### config.mk
export PLATFORM = sky130hd
export DESIGN_NAME = pc_fetch_sequencer_flat
export DESIGN_NICKNAME = d
export VERILOG_FILES = /design/src/rtl/cpu_pkg.sv /design/src/rtl/pc_fetch_sequencer_if.sv /design/src/rtl/pc_next_calc.sv /design/src/rtl/pc_fetch_sequencer.sv /design/src/flat_wrapper.sv
export SDC_FILE = /design/constraint.sdc
export NUM_CORES = 1
export LEC_CHECK = 0
export ABC_AREA = 1
export CORE_MARGIN = 2
export CORE_UTILIZATION = 40
export DETAILED_ROUTE_END_ITERATION = 8
export GPL_ROUTABILITY_DRIVEN = 0
export PLACE_DENSITY = 0.7
export SETUP_SLACK_MARGIN = 0.15
export SLEW_MARGIN = 20
export SYNTH_ARGS = -nofsm -noshare
export SYNTH_HDL_FRONTEND = slang
export SYNTH_HIERARCHICAL = 1
export SYNTH_SLANG_ARGS = --single-unit
### constraint.sdc
create_clock -name clk -period 2.1 [get_ports clk]
set_input_delay 0.21 -clock clk [delete_from_list [all_inputs] [get_ports clk]]
set_output_delay 0.21 -clock clk [all_outputs]
set_load 0.1 [all_outputs]
### src/rtl/cpu_pkg.sv
// Shared types and constants for the PC / instruction-fetch sequencer.
package cpu_pkg;

    localparam int PC_WIDTH    = 8;
    localparam int INSTR_WIDTH = 16;
    localparam int WAIT_LIMIT  = 15;

    localparam logic [PC_WIDTH-1:0] PC_STEP      = PC_WIDTH'(2);
    localparam logic [PC_WIDTH-1:0] RESET_VECTOR = 8'h00;

    typedef enum logic [2:0] {
        IDLE,
        FETCH,
        DELIVER,
        HALT,
        ERROR
    } fetch_state_t;

    // Source selected for the next program counter value.
    typedef enum logic [1:0] {
        PC_HOLD,
        PC_ADV,
        PC_JUMP
    } pc_sel_t;

endpackage

### src/rtl/pc_fetch_sequencer_if.sv
// Instruction-memory request/ack bus plus the decode-side valid/ready buffer.
interface pc_fetch_sequencer_if;
    import cpu_pkg::*;

    logic                   imem_req;
    logic [PC_WIDTH-1:0]    imem_addr;
    logic                   imem_ack;
    logic [INSTR_WIDTH-1:0] imem_rdata;

    logic                   instr_valid;
    logic                   instr_ready;
    logic [INSTR_WIDTH-1:0] instr;
    logic [PC_WIDTH-1:0]    instr_pc;

    // Sequencer side.
    modport master (
        output imem_req, imem_addr, instr_valid, instr, instr_pc,
        input  imem_ack, imem_rdata, instr_ready
    );

    // Memory and decode side.
    modport slave (
        input  imem_req, imem_addr, instr_valid, instr, instr_pc,
        output imem_ack, imem_rdata, instr_ready
    );
endinterface

### src/rtl/pc_next_calc.sv
// Next-PC select (hold / sequential step / aligned target) and misalignment detect.
module pc_next_calc
    import cpu_pkg::*;
(
    input  logic [PC_WIDTH-1:0] pc,
    input  pc_sel_t             sel,
    input  logic [PC_WIDTH-1:0] target,
    output logic [PC_WIDTH-1:0] pc_next,
    output logic                misaligned
);

    // Pick the next PC; targets always land on an instruction boundary.
    always_comb begin
        // NOTE: every output of a combinational block gets a default first so no latch is inferred.
        pc_next = pc;
        unique case (sel)
            PC_HOLD: pc_next = pc;
            PC_ADV:  pc_next = pc + PC_STEP;
            PC_JUMP: pc_next = {target[PC_WIDTH-1:1], 1'b0};
            default: pc_next = pc;
        endcase
    end

    assign misaligned = target[0];

endmodule

### src/rtl/pc_fetch_sequencer.sv
// Program counter, fetch FSM, timeout counter and single-entry instruction buffer.
module pc_fetch_sequencer
    import cpu_pkg::*;
(
    input  logic                  clk,
    input  logic                  reset,
    input  logic                  run,
    input  logic                  halt_req,
    input  logic                  branch_valid,
    input  logic [PC_WIDTH-1:0]   branch_target,
    pc_fetch_sequencer_if.master  bus,
    output logic [PC_WIDTH-1:0]   pc,
    output logic                  halted,
    output logic                  fetch_err,
    output logic                  align_err
);

    localparam int WAIT_W = $clog2(WAIT_LIMIT + 1);

    fetch_state_t        state, state_n;
    pc_sel_t             pc_sel;
    logic [PC_WIDTH-1:0] pc_n, calc_target;
    logic [PC_WIDTH-1:0] kill_target, kill_target_n;
    logic                kill, kill_n;
    logic                misaligned;
    logic                load_buf, err_set;
    logic [WAIT_W-1:0]   wait_cnt;

    // A branch always supplies the target; otherwise a pending kill restores its saved one.
    assign calc_target = branch_valid ? branch_target : kill_target;

    pc_next_calc u_pc_next_calc (
        .pc         (pc),
        .sel        (pc_sel),
        .target     (calc_target),
        .pc_next    (pc_n),
        .misaligned (misaligned)
    );

    // Next-state, PC select, kill bookkeeping and buffer load decisions.
    always_comb begin
        state_n       = state;
        pc_sel        = PC_HOLD;
        kill_n        = kill;
        kill_target_n = kill_target;
        load_buf      = 1'b0;
        err_set       = 1'b0;
        unique case (state)
            IDLE: begin
                if (branch_valid)
                    pc_sel = PC_JUMP;
                else if (run)
                    state_n = FETCH;
            end
            FETCH: begin
                if (bus.imem_ack) begin
                    if (branch_valid || kill) begin
                        // Returned data belongs to a squashed path: drop it and refetch.
                        pc_sel = PC_JUMP;
                        kill_n = 1'b0;
                    end else begin
                        pc_sel   = PC_ADV;
                        load_buf = 1'b1;
                        state_n  = DELIVER;
                    end
                end else begin
                    // Address must stay stable until ack, so the redirect is deferred.
                    if (branch_valid) begin
                        kill_n        = 1'b1;
                        kill_target_n = {branch_target[PC_WIDTH-1:1], 1'b0};
                    end
                    if (wait_cnt == WAIT_W'(WAIT_LIMIT - 1)) begin
                        state_n = ERROR;
                        err_set = 1'b1;
                    end
                end
            end
            DELIVER: begin
                if (branch_valid) begin
                    pc_sel  = PC_JUMP;
                    state_n = FETCH;
                end else if (bus.instr_ready) begin
                    state_n = halt_req ? HALT : FETCH;
                end
            end
            HALT: begin
                if (branch_valid)
                    pc_sel = PC_JUMP;
                else if (!halt_req && run)
                    state_n = FETCH;
            end
            ERROR: state_n = ERROR;
            default: state_n = IDLE;
        endcase
    end

    // State, PC, buffer, timeout counter and sticky flags.
    always_ff @(posedge clk or negedge reset) begin
        if (!reset) begin
            state        <= IDLE;
            pc           <= RESET_VECTOR;
            kill         <= 1'b0;
            kill_target  <= '0;
            wait_cnt     <= '0;
            bus.instr    <= '0;
            bus.instr_pc <= '0;
            fetch_err    <= 1'b0;
            align_err    <= 1'b0;
        end else begin
            // NOTE: sequential state uses non-blocking assignments so all registers update together.
            state       <= state_n;
            pc          <= pc_n;
            kill        <= kill_n;
            kill_target <= kill_target_n;
            wait_cnt    <= (state == FETCH && !bus.imem_ack) ? wait_cnt + 1'b1 : '0;
            if (load_buf) begin
                bus.instr    <= bus.imem_rdata;
                bus.instr_pc <= pc;
            end
            if (err_set)
                fetch_err <= 1'b1;
            if (branch_valid && misaligned && state != ERROR)
                align_err <= 1'b1;
        end
    end

    assign bus.imem_req    = (state == FETCH);
    assign bus.imem_addr   = pc;
    assign bus.instr_valid = (state == DELIVER);
    assign halted          = (state == HALT);

endmodule

### src/flat_wrapper.sv
// flat-port wrapper written by rule: the top's interface ports become plain ports
module pc_fetch_sequencer_flat import cpu_pkg::*;
  (clk, reset, run, halt_req, branch_valid, branch_target, pc, halted, fetch_err, align_err, bus_imem_req, bus_imem_addr, bus_instr_valid, bus_instr, bus_instr_pc, bus_imem_ack, bus_imem_rdata, bus_instr_ready);
  pc_fetch_sequencer_if bus_i ();
  input  logic clk;
  input  logic reset;
  input  logic run;
  input  logic halt_req;
  input  logic branch_valid;
  input  logic [PC_WIDTH-1:0] branch_target;
  output logic [PC_WIDTH-1:0] pc;
  output logic halted;
  output logic fetch_err;
  output logic align_err;
  output wire logic [$bits(bus_i.imem_req)-1:0] bus_imem_req;
  output wire logic [$bits(bus_i.imem_addr)-1:0] bus_imem_addr;
  output wire logic [$bits(bus_i.instr_valid)-1:0] bus_instr_valid;
  output wire logic [$bits(bus_i.instr)-1:0] bus_instr;
  output wire logic [$bits(bus_i.instr_pc)-1:0] bus_instr_pc;
  input wire logic [$bits(bus_i.imem_ack)-1:0] bus_imem_ack;
  input wire logic [$bits(bus_i.imem_rdata)-1:0] bus_imem_rdata;
  input wire logic [$bits(bus_i.instr_ready)-1:0] bus_instr_ready;
  assign bus_imem_req = bus_i.imem_req;
  assign bus_imem_addr = bus_i.imem_addr;
  assign bus_instr_valid = bus_i.instr_valid;
  assign bus_instr = bus_i.instr;
  assign bus_instr_pc = bus_i.instr_pc;
  assign bus_i.imem_ack = bus_imem_ack;
  assign bus_i.imem_rdata = bus_imem_rdata;
  assign bus_i.instr_ready = bus_instr_ready;
  pc_fetch_sequencer u_core (.clk(clk), .reset(reset), .run(run), .halt_req(halt_req), .branch_valid(branch_valid), .branch_target(branch_target), .bus(bus_i), .pc(pc), .halted(halted), .fetch_err(fetch_err), .align_err(align_err));
endmodule
==> results.txt <==
Status - finished, final reports clean
Filler-free cell count of the finished design - 443
Mapped Cells - 295
CTS Root Cell - clkbuf_8
Max-slew violation count - 0
Crit path max-delay cell type - dfrtp_1
Synth Cell Area - 2430 um^2
Layout cell share with drive strength beyond 1 - 24.2%
Dpl ws - 0.0361 ns
Slew @ Worst Pin - 0.536 ns
Post-synth cell types - 30
DRT iter0 DRCs - 88
Worst-path maximum fanout - 11
Util after Layout - 55.9%
CP arrival - 1.97 ns
Final Worst Setup Slack - 0.317 ns
Pin count of the biggest net entering global routing - 27
Die ar. - 6720 um^2
Final ANT Viol Nets - 0
Sink Count - 49
Ant. Diodes - 0
Post-synth EDFFs - 0
WS Path Type - flip-flop to flip-flop
Area Growth Syn to Fin - 35.2%
Largest stage delay on the critical path - 0.42 ns
Synth Area per Inst - 8.25 um^2
Fmax achieved - 0.561 GHz
Final wirelength - 5.31 mm
Sum of negative setup slack - 0 ns
First-pass GRT wire length - 8.58 mm
Drt drc - 0
Vias in the first global route - 1,871
WL/cell - 12.0 um
Largest delay share family, worst path - simple AND/OR/NAND/NOR gates
Minimum clock period - 1.78 ns
Clock buffer depth - 2
Sequential fraction of the synthesis area - 50.4%
PortBufs - 75
Cell row count - 28
Initial Utilization - 41.3%
Yosys reg bits - 49
Worst skew pair latency - 0.30 ns
Initial antenna violation count - 0
Setup Skew - 0.00350 ns
Crit end category - flip-flop
Placed cells - 434
Critical path, cell by cell - inv_2 > nand2_2 > nor2_4 > nand2_2 > inv_2 > nand2_4 > clkinv_4 > inv_2 > ha_4 > inv_1 > nor2_1 > a21oi_1
Die width - 82 um
Max-cap violations - 0
Htree depth - 2
TritonRoute pass-1 iters - 4
Worst Setup Start Kind - flip-flop
FFs w/ async S/R, synth - 100%
CTS tree - built
Drt via density - 4.61
RSZ-0062 raised after global routing - false
I/O pin cnt - 76
Core area - 5890 um^2
Gr usage total - 16.5%
Worst-path clk slew - 0.09 ns
GR Overflow Total - 0
Final Hold Vio Count - 0
Vias - 2,044
Buf/Inv on CP - 5
Mapped Nets - 331
Yosys warning total - 6
DIE HEIGHT - 82 um
Tcrit/Tclk final - 84.9%
Post-layout nets - 403
Relative slew slack - 64.3%
Post-CTS setup repair buffer count - 0
Required time of the worst setup path - 2.29 ns
Worst Hold Class - primary input to asynchronous set/reset pin
Most used DFF post-synth - dfrtp_1
Num CTS Buffers - 5
Final setup fails - 0
CP most frequent cell - inv_2
Post-DP HPWL - 3.85 mm
[cells by family (layout without fill, tap and decap cells)]
group                    Yosys count  count (layout)  share of synthesized area [%]
flip-flops                        49              49                           50.4
buffers and inverters             47             120                           9.82
AND/OR/NAND/NOR                  152             152                           25.8
AO/OA/AOI/OAI                     41              41                           11.1
XOR/XNOR                           1               1                          0.360
adder cells (fa/ha/maj)            5               5                           2.57
[routing by layer]
layer / vias to the layer above / wire [um] / GRT usage (%)
met3: 4 / 417 / 4.51
met2: 72 / 2300 / 26.3
met1: 902 / 2530 / 21.6
met5: - / 0 / 0
li1: 1066 / - / -
met4: 0 / 57 / 5.50
[final timing paths]
path	endpoint	cells after the start	slack, ns	from
max in group asynchronous	u_core/state[0]$_DFFE_PN0P_	3	1.14	reset
setup / recovery	u_core/bus.imem_addr[5]$_DFF_PN0_	12	0.32	u_core/state[1]$_DFFE_PN0P_
hold reg to reg	u_core/bus.instr_pc[4]$_DFFE_PN0P_	2	0.48	u_core/bus.instr_pc[4]$_DFFE_PN0P_
hold / removal	u_core/bus.instr[5]$_DFFE_PN0P_	2	0.42	reset
setup reg to reg	u_core/bus.imem_addr[5]$_DFF_PN0_	12	0.32	u_core/state[1]$_DFFE_PN0P_
min in group clk	u_core/bus.instr[11]$_DFFE_PN0P_	3	0.44	bus_imem_rdata[11]
[metrics by stage]
stage                     instance area (um^2)  hold slack [ns]
after floorplan                           2470          -0.0856
after global placement                    3140            0.222
after detailed placement                  3140            0.223
after CTS                                 3290            0.424
after global routing                      3290            0.446
final                                     3290            0.416
[area by class of cell]
cell class | count | area, um^2
clock inverters | 3 | 65.1
fillers | 552 | 2590
inverters | 30 | 118
well taps | 75 | 93.8
clock buffers | 5 | 68.8
multi-input cells | 199 | 1000
repair buffers | 82 | 713
flip-flops and latches | 49 | 1230
[worst register-to-register path, cell delays in order (launching register included)]
cell and delay (ns):
dfrtp_1 0.42, inv_2 0.10, nand2_2 0.08, nor2_4 0.15, nand2_2 0.10, inv_2 0.08
nand2_4 0.05, clkinv_4 0.05, inv_2 0.04, ha_4 0.33, inv_1 0.12, nor2_1 0.11
a21oi_1 0.05
[synthesized netlist by cell type, types with 3 or more instances]
cell,number,area [um^2]
dfrtp_1,49,1230
inv_1,26,97.6
nand2_1,108,405
o21ai_0,10,50.1
buf_4,10,75.1
nor2_1,18,67.6
a21oi_1,12,60.1
ha_1,5,62.6
nand3_1,16,80.1
buf_2,4,20.0
o21ai_2,7,61.3
nand2_2,3,18.8
o21bai_1,5,37.5
[placed cells by master, fill, tap and decap left out, types with 2 or more instances in the layout]
master	n
nand2_1	108
buf_4	49
dfrtp_1	48
clkdlybuf4s50_1	29
inv_1	25
nand3_1	16
nor2_1	16
o21ai_0	9
o21ai_2	8
a21oi_1	8
clkbuf_8	5
o21bai_1	5
a21oi_2	5
ha_1	4
inv_2	3
nand2_2	3
bufinv_16	2
buf_12	2
nor2_2	2
nor3_1	2
a22oi_1	2
o21bai_2	2
[sequential cells by signal, indices dropped and copies added, names as in the netlist]
name                  flops
u_core/bus.instr_pc       8
u_core/bus.instr         16
u_core/wait_cnt           4
u_core/align_err          1
u_core/state              3
u_core/kill_target        7
u_core/kill               1
u_core/fetch_err          1
u_core/bus.imem_addr      8
[timing repair]
item,CTS,global route
resized for setup,0,3
setup endpoints to repair,0,8
hold endpoints to repair,23,0
hold buffers,1,0
Power is not shown: default switching activity piles up to over one toggle a cycle in this logic, so the estimate is an artifact.
